File: config.mk
export PLATFORM = sky130hd
export DESIGN_NAME = riscv_lsu_flat
export DESIGN_NICKNAME = d
export VERILOG_FILES = /design/src/rtl/riscv_lsu_if.sv /design/src/rtl/riscv_lsu.sv /design/src/flat_wrapper.sv
export SDC_FILE = /design/constraint.sdc
export NUM_CORES = 1
export LEC_CHECK = 0
export BUFFER_PORTS_ARGS = -buffer_cell sky130_fd_sc_hd__buf_2
export CAP_MARGIN = 30
export CELL_PAD_IN_SITES_DETAIL_PLACEMENT = 0
export CELL_PAD_IN_SITES_GLOBAL_PLACEMENT = 1
export CORE_ASPECT_RATIO = 1.75
export CORE_MARGIN = 2
export CORE_UTILIZATION = 42
export CTS_BUF_LIST = sky130_fd_sc_hd__clkbuf_16
export CTS_CLUSTER_SIZE = 8
export DETAILED_ROUTE_END_ITERATION = 12
export GPL_TIMING_DRIVEN = 0
export PLACE_DENSITY = 0.9
export SYNTH_ARGS = -nofsm -noshare
export SYNTH_HDL_FRONTEND = slang
export SYNTH_SLANG_ARGS = --single-unit
File: constraint.sdc
create_clock -name clk -period 3.3 [get_ports clk]
set_input_delay 0.66 -clock clk [delete_from_list [all_inputs] [get_ports clk]]
set_output_delay 0.66 -clock clk [all_outputs]
set_load 0.02 [all_outputs]
File: src/rtl/riscv_lsu_if.sv
// Word-wide memory bus between the load/store unit and the memory system.
//
// Handshake: the master raises bus_req with bus_we/bus_addr/bus_be/bus_wdata
// and holds all of them stable until it samples bus_ack=1 at a rising edge.
// The slave asserts bus_ack for exactly one cycle to complete the transfer.
// bus_rdata and bus_err are meaningful only in that bus_ack cycle. A request
// may be dropped without an ack (reset), and the slave must tolerate that.
interface riscv_lsu_if;
    logic        bus_req;
    logic        bus_we;
    logic [31:0] bus_addr;
    logic [3:0]  bus_be;
    logic [31:0] bus_wdata;
    logic [31:0] bus_rdata;
    logic        bus_ack;
    logic        bus_err;

    modport master (
        output bus_req, bus_we, bus_addr, bus_be, bus_wdata,
        input  bus_rdata, bus_ack, bus_err
    );

    modport slave (
        input  bus_req, bus_we, bus_addr, bus_be, bus_wdata,
        output bus_rdata, bus_ack, bus_err
    );
endinterface

File: src/rtl/riscv_lsu.sv
// Load/store unit: turns one datapath load/store into one word-wide bus
// transaction with byte-lane steering, alignment checks and a bus timeout.
// The core is stalled from the request cycle until the bus acks; load data
// is returned right-justified and zero-filled in the following cycle.
module riscv_lsu #(
    parameter int unsigned TIMEOUT = 255
) (
    input  logic        clk,
    input  logic        rst_n,
    input  logic        is_mem_op,
    input  logic [2:0]  mem_op,
    input  logic [31:0] mem_addr,
    input  logic [31:0] mem_store_data,
    output logic [31:0] mem_load_data,
    output logic        stall,
    output logic        misaligned_load,
    output logic        misaligned_store,
    output logic        access_fault,
    output logic [1:0]  dbg_state,
    riscv_lsu_if.master bus
);

    typedef enum logic [1:0] {
        S_IDLE = 2'd0,
        S_REQ  = 2'd1,
        S_DONE = 2'd2
    } state_t;

    // Last counter value before the timeout fires; unused when TIMEOUT is 0.
    localparam logic [31:0] TO_LAST = (TIMEOUT == 0) ? 32'd0 : TIMEOUT - 32'd1;

    state_t      state_q, state_d;
    logic [31:0] cnt_q, cnt_d;
    logic        fault_q, fault_d;
    logic [31:0] load_q, load_d;
    logic [31:0] addr_q;
    logic        we_q;
    logic [3:0]  be_q;
    logic [31:0] wdata_q;
    logic [1:0]  size_q;
    logic [1:0]  off_q;

    logic [1:0]  size;
    logic [1:0]  off;
    logic        is_half;
    logic        is_word;
    logic        mis;
    logic        start;
    logic [3:0]  be_new;
    logic [31:0] wdata_new;
    logic [31:0] rdata_shift;
    logic [31:0] load_val;

    assign size    = mem_op[1:0];
    assign off     = mem_addr[1:0];
    assign is_half = (size == 2'b10);
    assign is_word = (size == 2'b11);
    assign mis     = (is_half & off[0]) | (is_word & (off != 2'b00));
    assign start   = is_mem_op & (size != 2'b00) & ~mis;

    // Lane steering: replicate the store data across the word and select lanes.
    always_comb begin
        be_new    = 4'b0000;
        wdata_new = mem_store_data;
        case (size)
            2'b01: begin
                be_new    = 4'b0001 << off;
                wdata_new = {4{mem_store_data[7:0]}};
            end
            2'b10: begin
                be_new    = 4'b0011 << {off[1], 1'b0};
                wdata_new = {2{mem_store_data[15:0]}};
            end
            2'b11: begin
                be_new    = 4'b1111;
                wdata_new = mem_store_data;
            end
            default: begin
                be_new    = 4'b0000;
                wdata_new = mem_store_data;
            end
        endcase
    end

    // Load extraction: shift the addressed lane down and mask to the access size.
    always_comb begin
        rdata_shift = bus.bus_rdata >> {off_q, 3'b000};
        case (size_q)
            2'b01:   load_val = {24'h0, rdata_shift[7:0]};
            2'b10:   load_val = {16'h0, rdata_shift[15:0]};
            default: load_val = rdata_shift;
        endcase
    end

    // FSM next state, timeout counter, fault flag, load capture and stall.
    always_comb begin
        state_d = state_q;
        cnt_d   = cnt_q;
        fault_d = fault_q;
        load_d  = load_q;
        stall   = 1'b0;
        case (state_q)
            S_IDLE: begin
                stall = start;
                cnt_d = 32'd0;
                if (start) begin
                    state_d = S_REQ;
                    fault_d = 1'b0;
                end
            end
            S_REQ: begin
                stall = 1'b1;
                cnt_d = cnt_q + 32'd1;
                // An ack in the same cycle as the timeout wins.
                if (bus.bus_ack) begin
                    state_d = S_DONE;
                    fault_d = bus.bus_err;
                    load_d  = (bus.bus_err | we_q) ? 32'd0 : load_val;
                end else if ((TIMEOUT != 0) && (cnt_q == TO_LAST)) begin
                    state_d = S_DONE;
                    fault_d = 1'b1;
                    load_d  = 32'd0;
                end
            end
            S_DONE: begin
                // The stalled instruction retires here; its is_mem_op is not a new request.
                state_d = S_IDLE;
                cnt_d   = 32'd0;
            end
            default: begin
                state_d = S_IDLE;
                cnt_d   = 32'd0;
            end
        endcase
    end

    // FSM state, counter, fault flag and load data registers.
    always_ff @(posedge clk or negedge rst_n) begin
        if (!rst_n) begin
            state_q <= S_IDLE;
            cnt_q   <= 32'd0;
            fault_q <= 1'b0;
            load_q  <= 32'd0;
        end else begin
            state_q <= state_d;
            cnt_q   <= cnt_d;
            fault_q <= fault_d;
            load_q  <= load_d;
        end
    end

    // Request registers: latched on start so bus outputs stay stable in S_REQ.
    always_ff @(posedge clk or negedge rst_n) begin
        if (!rst_n) begin
            addr_q  <= 32'd0;
            we_q    <= 1'b0;
            be_q    <= 4'b0000;
            wdata_q <= 32'd0;
            size_q  <= 2'b00;
            off_q   <= 2'b00;
        end else if ((state_q == S_IDLE) && start) begin
            addr_q  <= {mem_addr[31:2], 2'b00};
            we_q    <= mem_op[2];
            be_q    <= be_new;
            wdata_q <= wdata_new;
            size_q  <= size;
            off_q   <= off;
        end
    end

    assign bus.bus_req   = (state_q == S_REQ);
    assign bus.bus_we    = we_q;
    assign bus.bus_addr  = addr_q;
    assign bus.bus_be    = be_q;
    assign bus.bus_wdata = wdata_q;

    assign mem_load_data    = load_q;
    assign access_fault     = (state_q == S_DONE) & fault_q;
    assign misaligned_load  = (state_q == S_IDLE) & is_mem_op & mis & ~mem_op[2];
    assign misaligned_store = (state_q == S_IDLE) & is_mem_op & mis & mem_op[2];
    assign dbg_state        = state_q;

endmodule

File: src/flat_wrapper.sv
// flat-port wrapper written by rule: the top's interface ports become plain ports
module riscv_lsu_flat 
#(
    parameter int unsigned TIMEOUT = 255
)
  (clk, rst_n, is_mem_op, mem_op, mem_addr, mem_store_data, mem_load_data, stall, misaligned_load, misaligned_store, access_fault, dbg_state, bus_bus_req, bus_bus_we, bus_bus_addr, bus_bus_be, bus_bus_wdata, bus_bus_rdata, bus_bus_ack, bus_bus_err);
  riscv_lsu_if bus_i ();
  input  logic clk;
  input  logic rst_n;
  input  logic is_mem_op;
  input  logic [2:0] mem_op;
  input  logic [31:0] mem_addr;
  input  logic [31:0] mem_store_data;
  output logic [31:0] mem_load_data;
  output logic stall;
  output logic misaligned_load;
  output logic misaligned_store;
  output logic access_fault;
  output logic [1:0] dbg_state;
  output wire logic [$bits(bus_i.bus_req)-1:0] bus_bus_req;
  output wire logic [$bits(bus_i.bus_we)-1:0] bus_bus_we;
  output wire logic [$bits(bus_i.bus_addr)-1:0] bus_bus_addr;
  output wire logic [$bits(bus_i.bus_be)-1:0] bus_bus_be;
  output wire logic [$bits(bus_i.bus_wdata)-1:0] bus_bus_wdata;
  input wire logic [$bits(bus_i.bus_rdata)-1:0] bus_bus_rdata;
  input wire logic [$bits(bus_i.bus_ack)-1:0] bus_bus_ack;
  input wire logic [$bits(bus_i.bus_err)-1:0] bus_bus_err;
  assign bus_bus_req = bus_i.bus_req;
  assign bus_bus_we = bus_i.bus_we;
  assign bus_bus_addr = bus_i.bus_addr;
  assign bus_bus_be = bus_i.bus_be;
  assign bus_bus_wdata = bus_i.bus_wdata;
  assign bus_i.bus_rdata = bus_bus_rdata;
  assign bus_i.bus_ack = bus_bus_ack;
  assign bus_i.bus_err = bus_bus_err;
  riscv_lsu #(.TIMEOUT(TIMEOUT)) u_core (.clk(clk), .rst_n(rst_n), .is_mem_op(is_mem_op), .mem_op(mem_op), .mem_addr(mem_addr), .mem_store_data(mem_store_data), .mem_load_data(mem_load_data), .stall(stall), .misaligned_load(misaligned_load), .misaligned_store(misaligned_store), .access_fault(access_fault), .dbg_state(dbg_state), .bus(bus_i));
endmodule
==> results.sh, run 1 <==
export IMPL_status="finished, final reports clean"
export IMPL_first_pass_iters=4
export IMPL_critPathMaxFanout=10
export IMPL_netlist_top_cells_area="dfrtp_1, mux2_2, o21ai_0"
export IMPL_die_y_um=167
export IMPL_dp_cells=980
export IMPL_fmax_ghz=0.322
export IMPL_drt_iter0_markers=205
export IMPL_worstPathArrival_ns=2.45
export IMPL_crit_slowest_cell="dfrtp_1"
export IMPL_cp_top_family="buffers and inverters"
export IMPL_crit_type="reg2out"
export IMPL_layout_commonest_cell="buf_2"
export IMPL_die_area_um2=16200
export IMPL_async_reset_ff_frac=1.00
export IMPL_cp_num_buf_inv=4
export IMPL_drive_above_1_share=0.366
export IMPL_syn_area_um2=6370
export IMPL_drt_total_wl_mm=17.5
export IMPL_clk_pin_slew_worst_paths_ns=0.06
export IMPL_synth_cell_types=43
export IMPL_cts_tree="yes"
export IMPL_grt_pass1_vias=5566
export IMPL_die_w_um=97.1
export IMPL_p_leak_nw=4.15
export IMPL_antenna_found_initial=0
export IMPL_clkLatencyLatePin_ns=0.42
export IMPL_ys_flop_type="dfrtp_1"
export IMPL_diodes=0
export IMPL_cp_required_ns=2.64
export IMPL_grt_usage=0.219
export IMPL_drc=0
export IMPL_place_ws_ns=0.315
export IMPL_cts_root_buf="clkbuf_16"
export IMPL_drv_slew=0
export IMPL_yosysTopAreaCellShare=0.542
export IMPL_max_cap_violations=0
export IMPL_num_io_pins=212
export IMPL_yosysWarnings=0
export IMPL_cts_sink_count=138
export IMPL_cts_inserted_buffers=17
export IMPL_via_per_inst=5.26
export IMPL_grt_pass1_wl_mm=28.4
export IMPL_layout_setup_ws_ns=0.194
export IMPL_cp_cell_sequence="nand2b_1 -> clkbuf_1 -> clkbuf_1 -> buf_1 -> o41ai_1 -> buf_2"
export IMPL_start_util=0.429
export IMPL_tightest_slew_ns=0.931
export IMPL_post_synth_top_area_cell="dfrtp_1"
export IMPL_clock_path_buffers=2
export IMPL_syn_inst=586
export IMPL_end_kind="output port"
export IMPL_core_area_um2=14800
export IMPL_overflow=0
export IMPL_gp_congestion=0.813
export IMPL_vias=5325
export IMPL_fin_worst_skew_ns=0.0128
export IMPL_nFillCells=1341
export IMPL_final_cell_mix="buf_2, dfrtp_1, nand2_1"
export IMPL_hold_viol_final=0
export IMPL_min_period_ns=3.11
export IMPL_io_buffers=209
export IMPL_peakVddDrop_uv=480
export IMPL_fin_nets=927
export IMPL_row_count=59
export IMPL_syn_to_final_growth_pct=30.4
export IMPL_dp_hpwl_mm=13.3
export IMPL_rsz0062_at_grt="no"
export IMPL_synth_edf_count=0
export IMPL_ys_seq_area_frac=0.542
export IMPL_ys_ff_latch=138
export IMPL_power_density_nw_per_um2=755
export IMPL_syn_area_per_cell_um2=10.9
export IMPL_slew_headroom=0.374
export IMPL_timing_final_crit_share=0.941
export IMPL_power_mw=6.27
export IMPL_hold_buffers=0
export IMPL_antenna_left=0
export IMPL_htreeDepth=4
export IMPL_start_kind="register"
export IMPL_crit_top_cell="clkbuf_1"
export IMPL_wl_per_cell_um=17.3
export IMPL_finalSetupViolations=0
export IMPL_final_cells=1012
export IMPL_post_cts_buffers=0
export IMPL_grt_max_degree=79
export IMPL_hold_class="in2async"
export IMPL_max_stage_delay_ns=0.46
export IMPL_cts_resized=0
==> logic make-up after synthesis <==
group / after synthesis / share of synthesized area
other cells: 1 / 0.000589
buf+inv: 48 / 0.0314
xor+xnor: 28 / 0.0385
flops: 138 / 0.542
compound gates: 121 / 0.126
mux: 63 / 0.108
fa+ha+maj: 7 / 0.0137
simple gates: 180 / 0.139
==> per-stage QoR <==
stage | TNS, ns | util | hold WS (ns) | area [µm²]
finish | 0 | 0.560 | 0.204 | 8310
global placement | -52.82 | 0.516 | 0.455 | 7650
global route | 0 | 0.560 | 0.253 | 8310
floorplan | 0 | - | 0.364 | 6370
detailed placement | 0 | 0.518 | 0.464 | 7680
CTS | 0 | 0.560 | 0.239 | 8310
==> power breakdown <==
group | switching, mW | leakage, nW | internal [mW]
clock network | 0.748 | 0.301 | 1.26
registers | 0.214 | 1.78 | 2.10
logic | 1.21 | 2.07 | 0.734
==> state kept, by name, indices dropped and copies added (netlist names) <==
register,flops
u_core.bus.bus_addr,30
u_core.bus.bus_be,4
u_core.bus.bus_wdata,32
u_core.bus.bus_we,1
u_core.cnt_q,32
u_core.dbg_state,2
u_core.fault_q,1
u_core.mem_load_data,32
u_core.off_q,2
u_core.size_q,2
==> synthesized netlist by cell type (2+ instances only) <==
library cell and count:
a21o_1 11, a21oi_1 16, a221o_1 8, a22o_1 6, a22oi_1 8, and3_1 13, and4_1 4, buf_1 6
buf_2 10, buf_4 2, clkbuf_1 19, dfrtp_1 138, ha_1 7, inv_1 11, mux2_2 47, mux2i_1 16
nand2_1 53, nand3_1 13, nand4_1 12, nor2_1 47, nor3_1 12, nor3b_1 9, nor4_1 5, o21ai_0 52
o2bb2ai_1 16, or3_1 2, xnor2_1 4, xor2_1 24
==> area by class of cell <==
type                            count  area (µm²)  share of cell area
Buffer                             37         159              0.0191
Clock buffer                       17         425              0.0512
Clock inverter                     15         198              0.0238
Inverter                           11        41.3             0.00497
Multi-Input combinational cell    401        2720               0.328
Sequential cell                   138        3450               0.416
Tap cell                          183         229              0.0276
Timing Repair Buffer              210        1080               0.130
==> worst paths after layout <==
kind,startpoint,to,slack [ns],cells past startpoint
max,u_core.dbg_state[1]$_DFFE_PN0P_,stall,0.19,6
min,rst_n,u_core.mem_load_data[30]$_DFFE_PN0P_,0.20,1
max reg2reg,u_core.cnt_q[0]$_DFF_PN0_,u_core.mem_load_data[14]$_DFFE_PN0P_,0.81,8
min reg2reg,u_core.mem_load_data[19]$_DFFE_PN0P_,u_core.mem_load_data[19]$_DFFE_PN0P_,0.47,1
max in group asynchronous,rst_n,u_core.cnt_q[23]$_DFF_PN0_,2.32,2
min in group clk,mem_addr[5],u_core.bus.bus_addr[5]$_DFFE_PN0P_,0.47,2
==> metal layers <==
layer / up-vias / GRT usage / part of all wire
met5: - / 0 / 0
met1: 2570 / 0.239 / 0.38
met3: 29 / 0.0617 / 0.061
met2: 177 / 0.398 / 0.54
li1: 2549 / - / -
met4: 0 / 0.0845 / 0.027
==> worst reg2reg max path, cell delays in order, from the launching register on <==
cell and delay, ns:
dfrtp_1 0.43, inv_1 0.08, ha_1 0.13, nor4b_1 0.39, nand3_1 0.22, o31ai_4 0.41
nand2_2 0.19, clkbuf_1 0.29, o2bb2ai_1 0.21
Power figures use the tool's default switching activity.
==> run 2: changes to the inputs <==
PLACE_DENSITY = unset   (was 0.9)
PLACE_DENSITY_LB_ADDON = 0.1   (was unset)
==> run 2 against run 1 <==
  * First-iteration DRC count up 11%
  * Largest power group unchanged
  * Hold slack gained 0.0052 ns
  * Sequential share of layout area grew 0.23 points
  * Register-to-register slack about the same
  * Die area is the same
  * Global-route usage shrank 0.15 points
  * Critical path type unchanged
==> results.sh, run 2 (synthesized netlist as in run 1, its figures left out) <==
export IMPL_status="finished, final reports clean"
export IMPL_dp_cells=980
export IMPL_overflow=0
export IMPL_final_cell_mix="buf_2, dfrtp_1, nand2_1"
export IMPL_vias=5331
export IMPL_via_per_inst=5.27
export IMPL_die_area_um2=16200
export IMPL_utilization=0.557
export IMPL_drt_total_wl_mm=17.5
export IMPL_dp_hpwl_mm=13.4
export IMPL_syn_to_final_growth_pct=29.7
export IMPL_tightest_slew_ns=0.940
export IMPL_cts_tree="yes"
export IMPL_multi_input_area_um2=2720
export IMPL_die_y_um=167
export IMPL_antenna_left=0
export IMPL_core_area_um2=14800
export IMPL_slew_headroom=0.369
export IMPL_crit_type="reg2out"
export IMPL_clk_pin_slew_worst_paths_ns=0.07
export IMPL_stdcell_area_um2=8260
export IMPL_critPathMaxFanout=10
export IMPL_drc=0
export IMPL_start_kind="register"
export IMPL_hold_viol_final=0
export IMPL_row_count=59
export IMPL_fmax_ghz=0.339
export IMPL_wl_per_cell_um=17.3
export IMPL_die_w_um=97.1
export IMPL_first_pass_iters=6
export IMPL_drt_iter0_markers=228
export IMPL_rsz0062_at_grt="no"
export IMPL_max_cap_violations=0
export IMPL_cts_root_buf="clkbuf_16"
export IMPL_diodes=0
export IMPL_nFillCells=1400
export IMPL_end_kind="output port"
export IMPL_grt_usage=0.217
export IMPL_final_seq_area_um2=3450
export IMPL_power_density_nw_per_um2=739
export IMPL_worstPathArrival_ns=2.29
export IMPL_layout_commonest_cell="buf_2"
export IMPL_cp_required_ns=2.64
export IMPL_fin_nets=927
export IMPL_num_io_pins=212
export IMPL_finalSetupViolations=0
export IMPL_power_mw=6.11
export IMPL_max_stage_delay_ns=0.46
export IMPL_cts_inserted_buffers=17
export IMPL_final_cells=1012
export IMPL_cts_sink_count=138
export IMPL_cp_num_buf_inv=4
export IMPL_timing_final_crit_share=0.895
export IMPL_hold_buffers=0
export IMPL_grt_pass1_wl_mm=28.2
export IMPL_drive_above_1_share=0.370
export IMPL_drv_slew=0
export IMPL_clkLatencyLatePin_ns=0.41
export IMPL_start_util=0.429
export IMPL_hold_class="in2async"
export IMPL_antenna_found_initial=0
export IMPL_p_leak_nw=4.14
export IMPL_gp_congestion=0.808
export IMPL_fin_tns_setup_ns=0
export IMPL_cp_cell_sequence="nand2b_1 -> clkbuf_1 -> clkbuf_2 -> buf_1 -> o41ai_1 -> buf_2"
export IMPL_htreeDepth=4
export IMPL_cp_top_family="buffers and inverters"
export IMPL_grt_pass1_vias=5526
export IMPL_peakVddDrop_uv=528
export IMPL_placed_area_um2=7680
export IMPL_crit_slowest_cell="dfrtp_1"
export IMPL_io_buffers=209
export IMPL_min_period_ns=2.95
export IMPL_clock_path_buffers=2
export IMPL_fin_worst_skew_ns=0.00987
export IMPL_grt_max_degree=82
## run 2: repair_timing
action / CTS / global route
endpoints found under the setup margin: 0 / 1
resized for setup: 0 / 2
endpoints found under the hold margin: 0 / 0
buffers inserted: 0 / 0
## run 2: per-stage QoR
| stage | hold slack (ns) | setup WS, ns |
|---|---|---|
| 3_3_place_gp | 0.454 | -0.308 |
| 4_1_cts | 0.226 | 0.177 |
| 6_report | 0.209 | 0.347 |
| 2_1_floorplan | 0.364 | 0.787 |
| 3_5_place_dp | 0.462 | 0.300 |
| 5_1_grt | 0.243 | 0.163 |
## run 2: metal layers
metal,part of all wire,up-vias,wire length (µm),GRT usage
met5,0,-,0,0
met4,0.017,0,295,0.0759
met3,0.062,19,1080,0.0567
met2,0.54,191,9460,0.404
met1,0.38,2576,6660,0.236
li1,-,2545,-,-
## run 2: cell type report
class                   instances  share of cell area
clock inverters                15              0.0182
flip-flops and latches        138               0.418
multi-input cells             401               0.329
plain buffers                  37              0.0194
repair buffers                210               0.131
inverters                      11             0.00500
clock buffers                  17              0.0515
well taps                     183              0.0277
## run 2: power by group
group / internal [mW] / switching (mW)
registers: 2.10 / 0.217
logic: 0.736 / 1.21
clock network: 1.01 / 0.837
total: 3.85 / 2.26
## run 2: final timing paths
| kind | startpoint | end | slack [ns] | depth (start not counted) |
|---|---|---|---|---|
| min | rst_n | u_core.cnt_q[11]$_DFF_PN0_ | 0.21 | 1 |
| min reg2reg | u_core.mem_load_data[16]$_DFFE_PN0P_ | u_core.mem_load_data[16]$_DFFE_PN0P_ | 0.47 | 1 |
| max in group asynchronous | rst_n | u_core.mem_load_data[5]$_DFFE_PN0P_ | 2.27 | 2 |
| max | u_core.dbg_state[1]$_DFFE_PN0P_ | stall | 0.35 | 6 |
| min in group clk | mem_addr[16] | u_core.bus.bus_addr[16]$_DFFE_PN0P_ | 0.47 | 2 |
| max reg2reg | u_core.cnt_q[0]$_DFF_PN0_ | u_core.mem_load_data[9]$_DFFE_PN0P_ | 0.80 | 8 |
## run 2: worst reg2reg max path, delay by kind of cell, from the launching register on
family	cells	cell delay (ns)
AO/OA/AOI/OAI	2	0.62
adder cells (fa/ha/maj)	1	0.14
buffers and inverters	2	0.36
flip-flops	1	0.44
AND/OR/NAND/NOR	3	0.80
==> run 3: changes to the inputs <==
CORE_UTILIZATION = 43   (was 42)
CTS_BUF_LIST = sky130_fd_sc_hd__clkbuf_2   (was sky130_fd_sc_hd__clkbuf_16)
==> run 3 against run 2 <==
  * Fmax is 2.2% lower
  * Global-route usage is 0.96 points higher
  * Non-clock buffer count stayed put
  * Combinational power hardly changed
  * Sequential share of layout area is 1.7 points higher
  * Clock skew is 0.038 ns higher
==> results.sh, run 3 (synthesized netlist as in run 1, its figures left out) <==
export IMPL_status="finished, final reports clean"
export IMPL_crit_slowest_cell="dfrtp_1"
export IMPL_cp_required_ns=2.64
export IMPL_grt_pass1_wl_mm=27.6
export IMPL_reg2reg_to="u_core.mem_load_data[9]$_DFFE_PN0P_"
export IMPL_dp_cells=977
export IMPL_final_seq_area_um2=3450
export IMPL_die_y_um=165
export IMPL_min_to="u_core.bus.bus_addr[11]$_DFFE_PN0P_"
export IMPL_tightest_slew_ns=0.937
export IMPL_wl_per_cell_um=17.1
export IMPL_grt_pass1_vias=5564
export IMPL_clock_path_buffers=2
export IMPL_cts_root_buf="clkbuf_2"
export IMPL_fmax_ghz=0.331
export IMPL_fin_worst_skew_ns=0.0482
export IMPL_max_cap_violations=0
export IMPL_min_period_ns=3.02
export IMPL_clk_pin_slew_worst_paths_ns=0.27
export IMPL_final_cell_mix="buf_2, dfrtp_1, nand2_1"
export IMPL_crit_type="reg2out"
export IMPL_drive_above_1_share=0.370
export IMPL_fin_nets=927
export IMPL_cts_inserted_buffers=17
export IMPL_hold_depth=2
export IMPL_drv_slew=0
export IMPL_power_mw=5.30
export IMPL_drt_total_wl_mm=17.3
export IMPL_drc=0
export IMPL_placed_area_um2=7680
export IMPL_die_area_um2=15800
export IMPL_multi_input_area_um2=2720
export IMPL_r2r_slack_ns=0.73
export IMPL_start_kind="register"
export IMPL_num_io_pins=212
export IMPL_drt_iter0_markers=246
export IMPL_slew_headroom=0.371
export IMPL_cp_num_buf_inv=3
export IMPL_stdcell_area_um2=7940
export IMPL_power_density_nw_per_um2=667
export IMPL_vias=5299
export IMPL_ff2ff_path_depth=8
export IMPL_r2r_start="u_core.cnt_q[0]$_DFF_PN0_"
export IMPL_hold_start="mem_addr[11]"
export IMPL_gp_congestion=0.842
export IMPL_cts_tree="yes"
export IMPL_finalSetupViolations=0
export IMPL_die_w_um=96.0
export IMPL_row_count=58
export IMPL_core_area_um2=14400
export IMPL_timing_final_crit_share=0.915
export IMPL_via_per_inst=5.25
export IMPL_fin_tns_setup_ns=0
export IMPL_grt_max_degree=102
export IMPL_peakVddDrop_uv=368
export IMPL_antenna_left=0
export IMPL_final_cells=1010
export IMPL_utilization=0.550
export IMPL_syn_to_final_growth_pct=24.7
export IMPL_io_buffers=209
export IMPL_dp_hpwl_mm=13.4
export IMPL_antenna_found_initial=1
export IMPL_max_stage_delay_ns=0.51
export IMPL_layout_commonest_cell="buf_2"
export IMPL_cts_sink_count=138
export IMPL_worstPathArrival_ns=2.36
export IMPL_p_leak_nw=4.01
export IMPL_grt_usage=0.227
export IMPL_critPathMaxFanout=19
export IMPL_hold_viol_final=0
export IMPL_overflow=0
export IMPL_htreeDepth=4
export IMPL_first_pass_iters=4
export IMPL_end_kind="output port"
export IMPL_nFillCells=1370
export IMPL_clkLatencyLatePin_ns=0.71
export IMPL_cp_cell_sequence="nand2b_1 -> clkbuf_1 -> clkbuf_2 -> o41ai_1 -> buf_2"
export IMPL_start_util=0.441
export IMPL_rsz0062_at_grt="no"
export IMPL_hold_class="in2reg"
export IMPL_cp_top_family="buffers and inverters"
run 3: cell count changes in the layout (fill, tap and decap cells not counted):
cell           before  now
dlygate4sd3_1       0    1
clkinv_4            0    1
bufinv_16           0    1
clkinv_2            1    0
buf_1               6    5
clkinvlp_4          0    1
diode_2             0    1
clkbuf_16          17    0
inv_8               6    4
clkbuf_2            1   18
run 3: cell type report:
class,count,area share
Tap cell,180,0.0284
Timing Repair Buffer,211,0.137
Inverter,11,0.00520
Clock inverter,15,0.0213
Multi-Input combinational cell,401,0.343
Buffer,36,0.0197
Clock buffer,17,0.0107
Sequential cell,138,0.435
Antenna cell,1,0.000315
run 3: metal layers:
metal,GRT usage,vias to the layer above,wire length [µm]
met5,0,-,0
met4,0.0909,0,541
met3,0.0575,29,1060
met2,0.400,187,9200
met1,0.256,2536,6500
li1,-,2547,-
run 3: where the power goes:
part           internal [mW]  switching (mW)  total [mW]  leakage, nW
logic                  0.735            1.21        1.94         2.07
clock network          0.319           0.732        1.05        0.152
registers               2.09           0.216        2.31         1.78
total                   3.14            2.15        5.30         4.01
run 3: repair_timing:
| action | in CTS | in global routing |
|---|---|---|
| resized for setup | 1 | 0 |
| endpoints found under the hold margin | 37 | 0 |
| setup buffers | 0 | 0 |
| endpoints found under the setup margin | 1 | 0 |
| hold buffers | 1 | 0 |
run 3: how the worst max path moves through the flow:
stage	depth (start not counted)	end	slack, ns	start
after floorplan	5	stall	0.79	mem_op[0]
after global placement	1	u_core.bus.bus_wdata[28]$_DFFE_PN0P_	-0.29	rst_n
after detailed placement	10	u_core.bus.bus_addr[30]$_DFFE_PN0P_	0.34	mem_op[0]
after CTS	5	stall	0.21	u_core.dbg_state[1]$_DFFE_PN0P_
after global routing	5	stall	0.06	u_core.dbg_state[1]$_DFFE_PN0P_
final	5	stall	0.28	u_core.dbg_state[1]$_DFFE_PN0P_
run 3: through the flow:
step	setup WS (ns)	hold slack, ns
after detailed placement	0.344	0.464
after global routing	0.0634	0.0582
after CTS	0.206	0.0694
final	0.281	0.145
after floorplan	0.787	0.364
after global placement	-0.287	0.458
